File: src/rtl/complex_sq_scheduler.sv
// Four-channel round-robin scheduler in front of one shared, fixed-latency complex-square core.
// Each grant's channel tag rides a delay line so the core result lands in that channel's register.
module complex_sq_scheduler #(
    parameter int unsigned WIDTH    = 8,
    parameter int unsigned CORE_LAT = 2
) (
    input  logic                 clk,
    input  logic                 rst,
    input  logic [3:0]           req_valid,
    output logic [3:0]           req_ready,
    input  logic [4*WIDTH-1:0]   req_real,
    input  logic [4*WIDTH-1:0]   req_imag,
    output logic                 core_valid,
    output logic [WIDTH-1:0]     core_real,
    output logic [WIDTH-1:0]     core_imag,
    input  logic [2*WIDTH-1:0]   core_out_real,
    input  logic [2*WIDTH-1:0]   core_out_imag,
    output logic [3:0]           out_valid,
    input  logic [3:0]           out_ready,
    output logic [8*WIDTH-1:0]   out_real,
    output logic [8*WIDTH-1:0]   out_imag,
    output logic [2:0]           inflight
);

    typedef enum logic [1:0] {
        StIdle = 2'd0,
        StBusy = 2'd1,
        StDone = 2'd2
    } ch_state_e;

    ch_state_e          state_q [4];
    ch_state_e          state_d [4];
    logic [1:0]         ptr_q;
    logic [1:0]         ptr_d;
    logic [3:0]         eligible;
    logic               grant_any;
    logic [1:0]         grant_idx;
    logic [1:0]         scan_idx;
    logic [WIDTH-1:0]   grant_real;
    logic [WIDTH-1:0]   grant_imag;

    logic               core_valid_q;
    logic [WIDTH-1:0]   core_real_q;
    logic [WIDTH-1:0]   core_imag_q;
    logic [1:0]         core_tag_q;

    logic [CORE_LAT-1:0] line_valid_q;
    logic [1:0]          line_tag_q [CORE_LAT];
    logic                ret_valid;
    logic [1:0]          ret_tag;

    logic [2*WIDTH-1:0] res_real_q [4];
    logic [2*WIDTH-1:0] res_imag_q [4];
    logic [2:0]         inflight_q;
    logic [2:0]         inflight_d;

    // A channel still in DONE (even one being read now) is not IDLE, so it cannot be
    // re-granted until the cycle after the read; this also keeps req_ready off out_ready.
    always_comb begin
        eligible = '0;
        for (int i = 0; i < 4; i++) begin
            eligible[i] = req_valid[i] && (state_q[i] == StIdle);
        end
    end

    always_comb begin
        grant_any = 1'b0;
        grant_idx = '0;
        scan_idx  = '0;
        for (int k = 0; k < 4; k++) begin
            scan_idx = ptr_q + 2'(k);
            if (!grant_any && eligible[scan_idx]) begin
                grant_any = 1'b1;
                grant_idx = scan_idx;
            end
        end
        req_ready = '0;
        if (grant_any) begin
            req_ready[grant_idx] = 1'b1;
        end
        ptr_d = grant_any ? grant_idx + 2'd1 : ptr_q;
    end

    always_comb begin
        grant_real = '0;
        grant_imag = '0;
        for (int i = 0; i < 4; i++) begin
            if (grant_idx == 2'(i)) begin
                grant_real = req_real[i*WIDTH +: WIDTH];
                grant_imag = req_imag[i*WIDTH +: WIDTH];
            end
        end
    end

    always_ff @(posedge clk or negedge rst) begin
        if (!rst) begin
            ptr_q        <= '0;
            core_valid_q <= 1'b0;
            core_real_q  <= '0;
            core_imag_q  <= '0;
            core_tag_q   <= '0;
        end else begin
            ptr_q        <= ptr_d;
            core_valid_q <= grant_any;
            core_tag_q   <= grant_idx;
            if (grant_any) begin
                core_real_q <= grant_real;
                core_imag_q <= grant_imag;
            end
        end
    end

    // The line is fed from the core-input register, so its last stage is valid in
    // exactly the cycle the core presents that operand's result.
    always_ff @(posedge clk or negedge rst) begin
        if (!rst) begin
            line_valid_q <= '0;
            for (int k = 0; k < CORE_LAT; k++) begin
                line_tag_q[k] <= '0;
            end
        end else begin
            line_valid_q[0] <= core_valid_q;
            line_tag_q[0]   <= core_tag_q;
            for (int k = 1; k < CORE_LAT; k++) begin
                line_valid_q[k] <= line_valid_q[k-1];
                line_tag_q[k]   <= line_tag_q[k-1];
            end
        end
    end

    assign ret_valid = line_valid_q[CORE_LAT-1];
    assign ret_tag   = line_tag_q[CORE_LAT-1];

    always_comb begin
        for (int i = 0; i < 4; i++) begin
            state_d[i] = state_q[i];
            unique case (state_q[i])
                StIdle: if (grant_any && (grant_idx == 2'(i))) state_d[i] = StBusy;
                StBusy: if (ret_valid && (ret_tag == 2'(i)))   state_d[i] = StDone;
                StDone: if (out_ready[i])                       state_d[i] = StIdle;
                default: state_d[i] = StIdle;
            endcase
        end
    end

    always_comb begin
        inflight_d = '0;
        for (int i = 0; i < 4; i++) begin
            if (state_d[i] == StBusy) begin
                inflight_d = inflight_d + 3'd1;
            end
        end
    end

    always_ff @(posedge clk or negedge rst) begin
        if (!rst) begin
            for (int i = 0; i < 4; i++) begin
                state_q[i] <= StIdle;
            end
            inflight_q <= '0;
        end else begin
            for (int i = 0; i < 4; i++) begin
                state_q[i] <= state_d[i];
            end
            inflight_q <= inflight_d;
        end
    end

    always_ff @(posedge clk or negedge rst) begin
        if (!rst) begin
            for (int i = 0; i < 4; i++) begin
                res_real_q[i] <= '0;
                res_imag_q[i] <= '0;
            end
        end else if (ret_valid && (state_q[ret_tag] == StBusy)) begin
            res_real_q[ret_tag] <= core_out_real;
            res_imag_q[ret_tag] <= core_out_imag;
        end
    end

    always_comb begin
        out_valid = '0;
        out_real  = '0;
        out_imag  = '0;
        for (int i = 0; i < 4; i++) begin
            out_valid[i]                      = (state_q[i] == StDone);
            out_real[i*2*WIDTH +: 2*WIDTH]    = res_real_q[i];
            out_imag[i*2*WIDTH +: 2*WIDTH]    = res_imag_q[i];
        end
    end

    assign core_valid = core_valid_q;
    assign core_real  = core_real_q;
    assign core_imag  = core_imag_q;
    assign inflight   = inflight_q;

endmodule

File: config.mk
export PLATFORM = sky130hd
export DESIGN_NAME = complex_sq_scheduler
export DESIGN_NICKNAME = d
export VERILOG_FILES = /design/src/rtl/complex_sq_scheduler.sv
export SDC_FILE = /design/constraint.sdc
export NUM_CORES = 1
export LEC_CHECK = 0
export CORE_AREA = 3 3 157 159
export CTS_CLUSTER_DIAMETER = 100
export DETAILED_ROUTE_END_ITERATION = 8
export DIE_AREA = 0 0 160 162
export GPL_TIMING_DRIVEN = 1
export HOLD_SLACK_MARGIN = 0.03
export MAX_ROUTING_LAYER = met4
export PLACE_DENSITY = 0.56
export RECOVER_POWER = 100
export SLEW_MARGIN = 20
export SYNTH_ARGS = -nofsm -noshare
export SYNTH_HDL_FRONTEND = slang
export SYNTH_SLANG_ARGS = --single-unit
File: constraint.sdc
create_clock -name clk -period 9.5 [get_ports clk]
set_input_delay 1.425 -clock clk [delete_from_list [all_inputs] [get_ports clk]]
set_output_delay 1.425 -clock clk [all_outputs]
set_load 0.01 [all_outputs]
After elaboration in Yosys (flattened, before gate mapping). Index checks and enable logic that the tools add are counted.

Bits in registers: 166. Latch bits: 0. Memory bits (writable): 0. ROM bits: 0. Input bits: 106. Memories: 0.

Add/sub/neg operators: 7. $mul: 0. Div/mod/pow operators: 0. $lt $le $gt $ge: 8. Eq/ne operators: 19. Shifts and indexed selects: 0. Mux-type cells: 54. Bitwise gates (word level): 1. Reduce and logical (&&, ||, !) cells: 27.

Operators with widths (number): 64-bit bitwise mux (2); 8-bit two-way mux (8); 2-bit two-way mux (18); 16-bit demux with 2-bit select (1); 2-bit case mux with 3 select lines (4); 2-bit by 1-bit equality test with 1-bit output (second input constant) (11); 1-bit logical AND (18); 2-bit equality test (second input constant) (8); 16-bit two-way mux (1); 2-bit by 3-bit less-than comparator with 1-bit output (second input constant) (5); 2-bit zero test (6); 1-bit two-way mux (10); 3-bit two-way mux (3); 1-bit binary-select mux with 2-bit select (4); 3-bit by 1-bit adder with 3-bit output (second input constant) (2); 2-bit by 1-bit adder with 2-bit output (second input constant) (2); 2-bit adder (second input constant) (2); 2-bit binary-select mux with 2-bit select (1); 4-bit two-way mux (1); 3-bit >= comparator (second input constant) (1); 1-bit zero test (3); 3-bit by 1-bit less-than comparator with 1-bit output (second input constant) (1); 2-bit inverter with 3-bit output (1); 1-bit by 1-bit adder with 2-bit output (second input constant) (1); 2 further kinds (2).

Longest topological paths before layout. Gate-level depths: netlist (run 1).

Depth after elaboration: 26. Mapped depth: 16. Mapped depth without buffers: 14.

Least setup slack after synthesis (run 1). OpenSTA, ideal clock, no wires.

Path type: input to output. Start: input port req_valid[2]. End: output port req_ready[1]. Arrival: 3.127 ns. Data required time: 8.075 ns. Slack: 4.948 ns. Cell stages on the path: 8. Buffers on the path: 2. Path through: or3b_4 -> o221a_2 -> o22ai_1 -> inv_1 -> ha_1 -> buf_2 -> clkbuf_1 -> and2_1.

Cells in the longest elaborated chain, start to end: 18.

Ends and longest elaborated chain: from (decl) (line 9) `input logic [3:0] req_valid,`; 1-bit logical AND * (line 62) `eligible[i] = req_valid[i] && (state_q[i] == StIdle);`; 1-bit binary-select mux with 2-bit select (line 72) `if (!grant_any && eligible[scan_idx]) begin`; 1-bit two-way mux (not written as such) (line 72); 1-bit two-way mux (line 72); 1-bit zero test (line 72); 1-bit logical AND (line 72); 1-bit two-way mux (line 72); 1-bit zero test (line 72); [... 3 more ...]; 1-bit logical AND (line 72); 2-bit two-way mux * (line 72); net grant_idx[0] (line 37) `logic [1:0] grant_idx;`; 2-bit by 3-bit less-than comparator with 1-bit output (not written as such) / 2-bit by 1-bit >= comparator with 1-bit output (equally long branches) (line 79) `req_ready[grant_idx] = 1'b1;`; 1-bit logical AND (not written as such) (line 79); 1-bit two-way mux (not written as such) (line 79); 1-bit demux with 2-bit select * (line 79); 4-bit two-way mux * (line 78) `if (grant_any) begin`; to (decl) (line 10) `output logic [3:0] req_ready,`.

The timed path passes the listed nets; every way through them passes the cells marked *. The select of a mux whose other input is x is not followed.

Final worst setup path (run 1).
Start: input port req_valid[1]. End: output port req_ready[3].

Same word-level chain as after synthesis.

==> results of run 1 <==
==> state kept, by name, indices dropped and copies added (netlist names) <==
signal        cells
out_imag         64
line_tag_q        2
ret_tag           2
core_real         8
line_valid_q      2
core_imag         8
ptr_q             2
core_valid        1
state_q           8
out_real         64
inflight          3
core_tag_q        2
==> per-layer routing <==
layer	GRT usage (%)	vias up	wire [um]
met3	4.67	15	1440
met4	4.58	0	220
met2	25.8	227	9510
met5	-	-	0
met1	20.1	2583	9110
li1	-	2354	-
==> critical path: stages <==
cell and delay [ns]:
dlygate4sd3_1 0.54, or3b_1 0.45, a211oi_1 0.24, o22ai_1 0.18, inv_1 0.14, ha_1 0.15, clkbuf_1 1.01, and2_1 0.24
dlygate4sd3_1 0.62
==> synth_stat cells (2+ instances only) <==
library cell / number
nor2b_1: 6
a211oi_1: 3
nand2_1: 21
a21o_1: 4
nor2_1: 22
a211o_1: 17
or3b_4: 2
or3b_2: 2
a21oi_1: 6
or3b_1: 2
or2_2: 2
clkbuf_1: 11
nand2b_1: 3
inv_1: 21
buf_2: 15
and2_1: 4
o21ai_0: 5
ha_1: 7
dfrtp_1: 166
buf_6: 3
mux2_2: 126
nor3b_1: 3
a31oi_1: 16
mux2_1: 3
a221oi_1: 16
nand3b_1: 2
==> cell families after synthesis <==
logic type | Yosys count | synth area share [%]
compound gates | 75 | 8.50
mux | 129 | 20.8
buf+inv | 50 | 3.28
simple gates | 79 | 6.37
flops | 166 | 59.5
xor+xnor | 2 | 0.251
fa+ha+maj | 7 | 1.26
==> through the flow <==
stage	utilization [%]	std cells
final	44.8	1101
after global routing	44.8	1101
after CTS	45.0	1100
after detailed placement	42.4	1068
after global placement	42.4	1068
after floorplan	-	508
==> power breakdown <==
| part | switching, uW | internal (uW) | leakage (uW) |
|---|---|---|---|
| Clock | 324 | 360 | 0.000291 |
| Sequential | 193 | 1070 | 0.00200 |
| Combinational | 837 | 1010 | 0.00221 |
| Total | 1350 | 2430 | 0.00450 |
==> worst paths after layout <==
path,slack [ns],startpoint,endpoint,depth (start not counted)
hold / removal,0.36,core_tag_q[0]$_DFF_PN0_,line_tag_q[2]$_DFF_PN0_,0
max in group asynchronous,4.05,rst,core_real[3]$_DFFE_PN0P_,1
hold reg to reg,0.36,core_tag_q[0]$_DFF_PN0_,line_tag_q[2]$_DFF_PN0_,0
setup reg to reg,4.88,state_q[7]$_DFF_PN0_,inflight[1]$_DFF_PN0_,12
setup / recovery,3.07,req_valid[1],req_ready[3],9
min in group asynchronous,2.71,rst,out_real[5]$_DFFE_PN0P_,1
==> final cells by class <==
cell class,count,share of cell area [%]
Inverter,21,0.752
Multi-Input combinational cell,292,24.8
Clock inverter,14,1.43
Antenna cell,1,0.0239
Tap cell,319,3.81
Clock buffer,18,4.19
Timing Repair Buffer,270,25.3
Sequential cell,166,39.6
==> metrics.md, run 1 <==
| Metric | Value |
|---|---|
| Final worst-path setup slack | 3.07 ns |
| Chip Height | 162 um |
| Area grow syn2layout | 50.2% |
| Slew Limit Fails | 262 |
| GRT Overall Usage | 16.1% |
| Dominant cells by area after synthesis | dfrtp_1 60%, mux2_2 20%, a211o_1 2.1% |
| Overflow after GRT | 0 |
| Static Leak | 0.00450 uW |
| Clock Skew | 0.0139 ns |
| Multi-input combinational cell area | 2600 sq um |
| Yosys top cell area share | 59.5% |
| Unrepaired setup endpoints after global routing | no |
| H-tree levels | 4 |
| Relative slew slack | -221% |
| Status | finished, violations left |
| Post-synthesis cell type count | 46 |
| Most common cell after layout, fill and taps aside | dfrtp_1 |
| Max Fclk | 155 MHz |
| Post-route antenna net violation count | 0 |
| Share of cells above drive strength 1 | 21.9% |
| Post-route cell area | 10500 sq um |
| Initial antenna violation count | 1 |
| Max-cap viol count | 7 |
| Root Buffer | clkbuf_16 |
| Hold WC Path Type | reg -> reg |
| Pre-CTS setup slack | 3.93 ns |
| Sequential area share after synthesis | 59.5% |
| Share of flip-flops with an asynchronous set or reset | 100% |
| WL/cell | 18.4 um |
| Postcts setup bufs | 0 |
| CP Class | in -> out |
| Vias | 5179 |
| Fin. Hold Viols | 0 |
| Clock Tree Buf Depth | 2 |
| Gate Count Post-Synth | 508 |
| Avg Inst Size Synth | 13.7 sq um |
| Routed wire length | 20300 um |
| Critical Path Sink Type | primary output |
| TritonCTS Buffers | 17 |
| Worst skew pair latency | 0.42 ns |
| Core ar. | 23400 sq um |
| First-pass GRT wire length | 31900 um |
| Critical Path Start Type | input port |
| Fill cells | 2149 |
| DRC errors left | 0 |
| Initial Utilization | 29.8% |
| Min Clock Period, post-route | 6.43 ns |
| CP required | 8.08 ns |
| Vias in the first global route | 5683 |
| CTS tree | done |
| Design Power | 3790 uW |
| Crit share post-route | 67.7% |
| Drt first pass iters | 4 |
| EDFF count, synth | 0 |
| I/O Pins | 262 |
| Failing checks | max-capacitance violations, max-slew violations |
| Register area | 4150 sq um |
| Hold WS | 0.356 ns |
| DP Area | 9930 sq um |
| Leading area contributor after synthesis | dfrtp_1 |
| Mapped Nets | 621 |
| Most frequent cells in the layout | 166 x dfrtp_1, 157 x dlygate4sd3_1, 124 x mux2_2, 103 x clkdlybuf4s50_1 |
| Synthesized cell area | 6980 sq um |
| Clock sinks | 166 |
| Max VDD drop | 0.000151 V |
| Final setup fails | 0 |
| 1st-iter DRT viols | 200 |
| Die W | 160 um |
| WP data arrival | 5.01 ns |
| I/O Buffers | 261 |
| Std-Cell Rows | 56 |
| Synthesized flop and latch total | 166 |
| Largest net degree at the start of global routing | 90 |
| Vias per inst | 4.70 |
| Pwr/cell area | 361 nW/um^2 |
| Detail Placement HPWL | 14500 um |
| Worst Path Max Fanout | 34 |
| Yosys warns | 0 |
| Nets | 881 |
| Setup TNS | 0 ns |
| Die area | 25900 sq um |
| Worst-margin pin slew | 4.82 ns |
| Cts hold-fix bufs | 0 |
| Ys flop type | dfrtp_1 |
| GPL Wtd Cong | 0.864 |
| Clock transition at the registers of the reported paths | 0.07 ns |
| Post_cts resized | 0 |
Note: power is estimated with default switching activity, not from simulation.
==> inputs of run 2 (changes only) <==
--- a/config.mk
+++ b/config.mk
@@ -12,7 +12,7 @@
 export GPL_TIMING_DRIVEN = 1
 export HOLD_SLACK_MARGIN = 0.03
 export MAX_ROUTING_LAYER = met4
-export PLACE_DENSITY = 0.56
+export PLACE_DENSITY = 0.59
 export RECOVER_POWER = 100
 export SLEW_MARGIN = 20
 export SYNTH_ARGS = -nofsm -noshare
==> constraint.sdc (replaced) <==
create_clock -name clk -period 5.4 [get_ports clk]
set_input_delay 0.81 -clock clk [delete_from_list [all_inputs] [get_ports clk]]
set_output_delay 0.81 -clock clk [all_outputs]
set_load 0.01 [all_outputs]
==> run 2 against run 1 <==
Net effect: wire length is 2.4% lower; die area unchanged; final area about the same; via count down 1.1%; clock-buffer cell count unchanged; power is 77% higher; the flow still finishes with violations (max-capacitance violations, max-slew violations); clock power increased by 86%; critical path depth shrank 1; combinational power is 73% higher; sequential share of layout area is essentially flat; worst setup slack worse by 2.4 ns; clock skew increased by 0.0011 ns.
==> metrics.md, run 2 (synthesis results as in run 1) <==
| Metric | Value |
|---|---|
| Crit share post-route | 87.4% |
| Reg2reg start | ret_tag[0]$_DFF_PN0_ |
| Clock Tree Buf Depth | 2 (unchanged) |
| Area grow syn2layout | 50.2% (about the same) |
| CP Class | in -> out |
| Largest net degree at the start of global routing | 83 (-7.8%) |
| Hold Path Stages | 0 (unchanged) |
| Cts hold-fix bufs | 0 (unchanged) |
| Ant. Diodes | 0 (-1) |
| Die area | 25900 sq um (unchanged) |
| Postcts setup bufs | 0 (unchanged) |
| CTS tree | done |
| CP required | 4.59 ns (-3.49 ns) |
| FF-to-FF End | out_imag[42]$_DFFE_PN0P_ |
| Drt first pass iters | 4 (unchanged) |
| Critical Path Start Type | input port |
| First-pass GRT wire length | 31100 um (-2.4%) |
| Vias per inst | 4.65 (-1.1%) |
| Final setup fails | 0 (unchanged) |
| Max-cap viol count | 3 (-4) |
| Hold Crit Endpoint | ret_tag[1]$_DFF_PN0_ |
| Fin. Hold Viols | 0 (unchanged) |
| Initial Utilization | 29.8% (unchanged) |
| Std-Cell Rows | 56 (unchanged) |
| WP data arrival | 3.91 ns (-1.10 ns) |
| Fill cells | 2196 (+2.2%) |
| Status | finished, violations left |
| Chip Height | 162 um (unchanged) |
| Worst Path Max Fanout | 33 (-2.9%) |
| Most common cell after layout, fill and taps aside | dfrtp_1 |
| Worst-case reg-to-reg path depth | 4 (-8) |
| Max Fclk | 212 MHz |
| Initial antenna violation count | 0 (-1) |
| Worst-margin pin slew | 3.78 ns (-1.04 ns) |
| DRC errors left | 0 (unchanged) |
| Post-route antenna net violation count | 0 (unchanged) |
| Share of cells above drive strength 1 | 21.4% (-0.54 points) |
| Hold WS | 0.347 ns (-0.00896 ns) |
| Post_cts resized | 0 (unchanged) |
| GRT Overall Usage | 15.7% (-0.42 points) |
| Overflow after GRT | 0 (unchanged) |
| FF-to-FF setup slack | 0.98 ns (-3.90 ns) |
| 1st-iter DRT viols | 206 (+3.0%) |
| Hold WC Path Type | reg -> reg |
| WL/cell | 18.0 um (-2.4%) |
| Clock Skew | 0.0150 ns (+0.00110 ns) |
| Worst skew pair latency | 0.42 ns (about the same) |
| Nets | 883 (+0.23%) |
| Vias in the first global route | 5445 (-4.2%) |
| H-tree levels | 4 (unchanged) |
| Slew Limit Fails | 126 (-52%) |
| Setup TNS | 0 ns (unchanged) |
| Failing checks | max-capacitance violations, max-slew violations |
| TritonCTS Buffers | 17 (unchanged) |
| Clock sinks | 166 (unchanged) |
| Most frequent cells in the layout | 166 x dfrtp_1, 156 x dlygate4sd3_1, 125 x mux2_2, 104 x clkdlybuf4s50_1, 22 x nor2_1 |
| Relative slew slack | -152% (+69 points) |
| Pwr/cell area | 639 nW/um^2 (+77%) |
| Min-delay src | line_tag_q[3]$_DFF_PN0_ |
| Unrepaired setup endpoints after global routing | no |
| Die W | 160 um (unchanged) |
| Clock transition at the registers of the reported paths | 0.06 ns (about the same) |
| Routed wire length | 19800 um (-2.4%) |
| Critical Path Sink Type | primary output |
| Root Buffer | clkbuf_16 |
| Static Leak | 0.00452 uW (+0.30%) |
| Min Clock Period, post-route | 4.72 ns |
| Max VDD drop | 0.000251 V (+66%) |
| I/O Buffers | 261 (unchanged) |
| Detail Placement HPWL | 14600 um (+1.1%) |
| I/O Pins | 262 (unchanged) |
| GPL Wtd Cong | 0.831 (-3.8%) |
| Core ar. | 23400 sq um (unchanged) |
| Vias | 5121 (-1.1%) |
-- run 2: changes by cell type in the layout (fill, tap and decap cells not counted), sizes merged, moves of 2 or more --
cell,before,now
bufinv,0,3
clkinv,5,1
clkinvlp,0,2
inv,30,28
-- run 2: layer usage --
metal	GRT usage (%)	share of wire [%]	vias to the layer above
met5	-	0	-
met2	26.9	52	164
met4	4.81	1.5	0
li1	-	-	2353
met1	18.6	42	2582
met3	3.55	5.1	22
-- run 2: worst max-delay path, cell delays in order --
cell and delay (ns):
dlygate4sd3_1 0.55, or3b_1 0.41, o221a_2 0.30, o22ai_1 0.29, ha_1 0.27, clkbuf_2 0.53
and2_1 0.21, clkdlybuf4s50_1 0.53
-- run 2: stage by stage --
step                instances  worst slack (ns)  cell area, sq um  util [%]  power (uW)
finish                   1101             0.678             10500      44.8        6700
global route             1101             0.496             10500      44.8        7140
CTS                      1101             0.955             10600      45.2        7090
detailed placement       1070             0.678              9950      42.5        5780
global placement         1070             0.794              9950      42.5        5680
floorplan                 508              1.50              6980         -        4010
-- run 2: worst max-delay path by stage --
stage	start	endpoint
after global placement	req_valid[1]	inflight[1]$_DFF_PN0_
after global routing	ret_tag[0]$_DFF_PN0_	out_imag[42]$_DFFE_PN0P_
after floorplan	req_valid[2]	inflight[1]$_DFF_PN0_
after CTS	req_valid[1]	req_ready[1]
after detailed placement	req_valid[1]	inflight[1]$_DFF_PN0_
final	req_valid[2]	req_ready[2]
-- run 2: where the power goes --
group,switching (uW),internal (uW),total (uW)
combinational,1450,1750,3190
clock,520,754,1270
sequential,356,1880,2230
-- run 2: final cells by class --
class	count	area [sq um]	area share (%)
Clock inverter	13	183	1.74
Sequential cell	166	4150	39.6
Clock buffer	18	439	4.19
Inverter	21	78.8	0.752
Tap cell	319	399	3.81
Multi-Input combinational cell	292	2560	24.5
Timing Repair Buffer	272	2670	25.4
==> inputs of run 3 (changes only) <==
--- a/config.mk
+++ b/config.mk
@@ -5,14 +5,14 @@
 export SDC_FILE = /design/constraint.sdc
 export NUM_CORES = 1
 export LEC_CHECK = 0
-export CORE_AREA = 3 3 157 159
+export CORE_AREA = 2 2 156 158
 export CTS_CLUSTER_DIAMETER = 100
 export DETAILED_ROUTE_END_ITERATION = 8
-export DIE_AREA = 0 0 160 162
-export GPL_TIMING_DRIVEN = 1
+export DIE_AREA = 0 0 158 160
+export GPL_TIMING_DRIVEN = 0
 export HOLD_SLACK_MARGIN = 0.03
 export MAX_ROUTING_LAYER = met4
-export PLACE_DENSITY = 0.59
+export PLACE_DENSITY = 0.56
 export RECOVER_POWER = 100
 export SLEW_MARGIN = 20
 export SYNTH_ARGS = -nofsm -noshare
==> constraint.sdc (replaced) <==
create_clock -name clk -period 5.75 [get_ports clk]
set_input_delay 0.8625 -clock clk [delete_from_list [all_inputs] [get_ports clk]]
set_output_delay 0.8625 -clock clk [all_outputs]
set_load 0.01 [all_outputs]
==> run 3 against run 2 <==
Net effect: the run still ends with max-capacitance violations, max-slew violations left; clock-buffer cell count decreased by 1; wire length up 2.9%; sequential power fell by 7%; worst hold slack lost 0.0011 ns; critical endpoint is now req_ready[1].
==> metrics.md, run 3 (synthesis results as in run 1) <==
| Metric | Value |
|---|---|
| I/O Pins | 262 (unchanged) |
| Worst-margin pin slew | 2.16 ns (-1.63 ns) |
| Core ar. | 23800 sq um (+1.8%) |
| Relative slew slack | -43.7% (+110 points) |
| Max-cap viol count | 2 (-1) |
| Pwr/cell area | 602 nW/um^2 (-5.8%) |
| Area grow syn2layout | 51.4% |
| Clock Skew | 0.0153 ns (+0.000285 ns) |
| Clock Tree Buf Depth | 2 (unchanged) |
| CP required | 4.89 ns (+0.30 ns) |
| GRT Overall Usage | 16.8% (+1.1 points) |
| Post-route antenna net violation count | 0 (unchanged) |
| CP Class | in -> out |
| Final setup fails | 0 (unchanged) |
| Post-route cell area | 10600 sq um (+0.76%) |
| Critical path's slowest cell | dlygate4sd3_1 |
| Pre-CTS setup slack | 0.751 ns (+0.0729 ns) |
| Die area | 25300 sq um (-2.5%) |
| Most common cell on crit path | clkbuf_1 |
| Initial antenna violation count | 0 (unchanged) |
| Most common cell after layout, fill and taps aside | dfrtp_1 |
| Chip Height | 160 um (-1.2%) |
| First-pass GRT wire length | 31900 um (+2.3%) |
| Ant. Diodes | 0 (unchanged) |
| Nets | 902 (+2.2%) |
| Max VDD drop | 0.000214 V (-15%) |
| Initial Utilization | 29.3% (-0.52 points) |
| Crit share post-route | 87.7% |
| GPL Wtd Cong | 0.808 (-2.8%) |
| Failing checks | max-capacitance violations, max-slew violations |
| Vias per inst | 4.66 (+0.22%) |
| Fin. Hold Viols | 0 (unchanged) |
| WP data arrival | 4.18 ns (+0.27 ns) |
| Worst Path Max Fanout | 10 (-70%) |
| Most frequent cells in the layout | 166 x dfrtp_1, 155 x dlygate4sd3_1, 124 x mux2_2, 105 x clkdlybuf4s50_1, 28 x clkbuf_1 |
| Vias in the first global route | 5531 (+1.6%) |
| Drt first pass iters | 4 (unchanged) |
| Post_cts resized | 0 (unchanged) |
| Status | finished, violations left |
| Clock sinks | 166 (unchanged) |
| Overflow after GRT | 0 (unchanged) |
| H-tree levels | 4 (unchanged) |
| Max Fclk | 198 MHz |
| WL/cell | 18.1 um (+0.71%) |
| 1st-iter DRT viols | 199 (-3.4%) |
| Routed wire length | 20400 um (+2.9%) |
| Std-Cell Rows | 57 (+1.8%) |
| Share of cells above drive strength 1 | 20.6% (-0.76 points) |
| DRC errors left | 0 (unchanged) |
| Root Buffer | clkbuf_16 |
| Postcts setup bufs | 0 (unchanged) |
| Worst skew pair latency | 0.43 ns (about the same) |
| Slew Limit Fails | 95 (-25%) |
| Largest net degree at the start of global routing | 88 (+6.0%) |
| CTS tree | done |
| I/O Buffers | 261 (unchanged) |
| Final worst-path setup slack | 0.706 ns (+0.0276 ns) |
| Setup TNS | 0 ns (unchanged) |
| Die W | 158 um (-1.3%) |
| Unrepaired setup endpoints after global routing | no |
| Critical Path Sink Type | primary output |
| Vias | 5244 (+2.4%) |
| TritonCTS Buffers | 17 (unchanged) |
| Crit-path cells | dlygate4sd3_1 > or3b_1 > a211oi_1 > o22ai_1 > inv_1 > ha_1 > clkbuf_1 > clkbuf_1 > and2_0 > clkdlybuf4s50_1 |
| Cts hold-fix bufs | 0 (unchanged) |
| Hold WC Path Type | reg -> reg |
| Clock transition at the registers of the reported paths | 0.06 ns (about the same) |
| Static Leak | 0.00453 uW (+0.35%) |
| DP Area | 10000 sq um (+0.83%) |
| CP peak stage delay | 0.54 ns (about the same) |
| Critical Path Start Type | input port |
| Detail Placement HPWL | 15000 um (+2.5%) |
| Fill cells | 2218 (+1.0%) |
| Min Clock Period, post-route | 5.04 ns |
[run 3: changes by cell type in the layout (fill, tap and decap cells not counted), moves of 2 or more]
cell and change:
clkbuf_1 +21, buf_4 -3, and2_0 +2, and2_1 -2
[run 3: cell type report]
type                    instances  area, sq um  area share [%]
inverters                      21         78.8           0.746
well taps                     324          405            3.84
clock inverters                14          210            1.99
multi-input cells             292         2560            24.2
plain buffers                  29          110            1.04
repair buffers                262         2620            24.8
flip-flops and latches        166         4150            39.3
clock buffers                  17          425            4.03
[run 3: final timing paths]
path / from / to / slack (ns) / cells after the start
worst max-delay path: req_valid[1] / req_ready[1] / 0.71 / 10
worst min-delay path: line_tag_q[2]$_DFF_PN0_ / ret_tag[0]$_DFF_PN0_ / 0.35 / 0
worst max register to register: state_q[5]$_DFF_PN0_ / inflight[1]$_DFF_PN0_ / 1.30 / 16
worst min register to register: line_tag_q[2]$_DFF_PN0_ / ret_tag[0]$_DFF_PN0_ / 0.35 / 0
max in group asynchronous: rst / ret_tag[1]$_DFF_PN0_ / 2.82 / 2
min in group asynchronous: rst / out_real[4]$_DFFE_PN0P_ / 0.41 / 1
[run 3: per-stage QoR]
stage | util, % | power, uW | std cells | hold slack (ns)
after floorplan | - | 3770 | 508 | 0.331
after global placement | 42.0 | 5370 | 1093 | 0.336
after detailed placement | 42.1 | 5470 | 1094 | 0.336
after CTS | 44.8 | 6750 | 1125 | 0.350
after global routing | 44.3 | 6810 | 1125 | 0.364
final | 44.3 | 6360 | 1125 | 0.346
[run 3: layer usage]
layer	up-vias	routed length (um)	global-route usage, %
met5	-	0	-
met4	0	276	4.71
met3	19	1490	4.42
met2	222	9570	26.2
met1	2606	9040	21.6
li1	2397	-	-
[run 3: where the power goes]
group          internal (uW)  switching [uW]  total (uW)
sequential              1760             314        2080
combinational           1640            1400        3040
clock                    739             508        1250
total                   4140            2220        6360
[run 3: worst max-delay path, delay by kind of cell]
kind	cells	cell delay, ns
AO/OA/AOI/OAI	2	0.41
adder cells (fa/ha/maj)	1	0.16
buffers and inverters	5	2.09
AND/OR/NAND/NOR	2	0.64
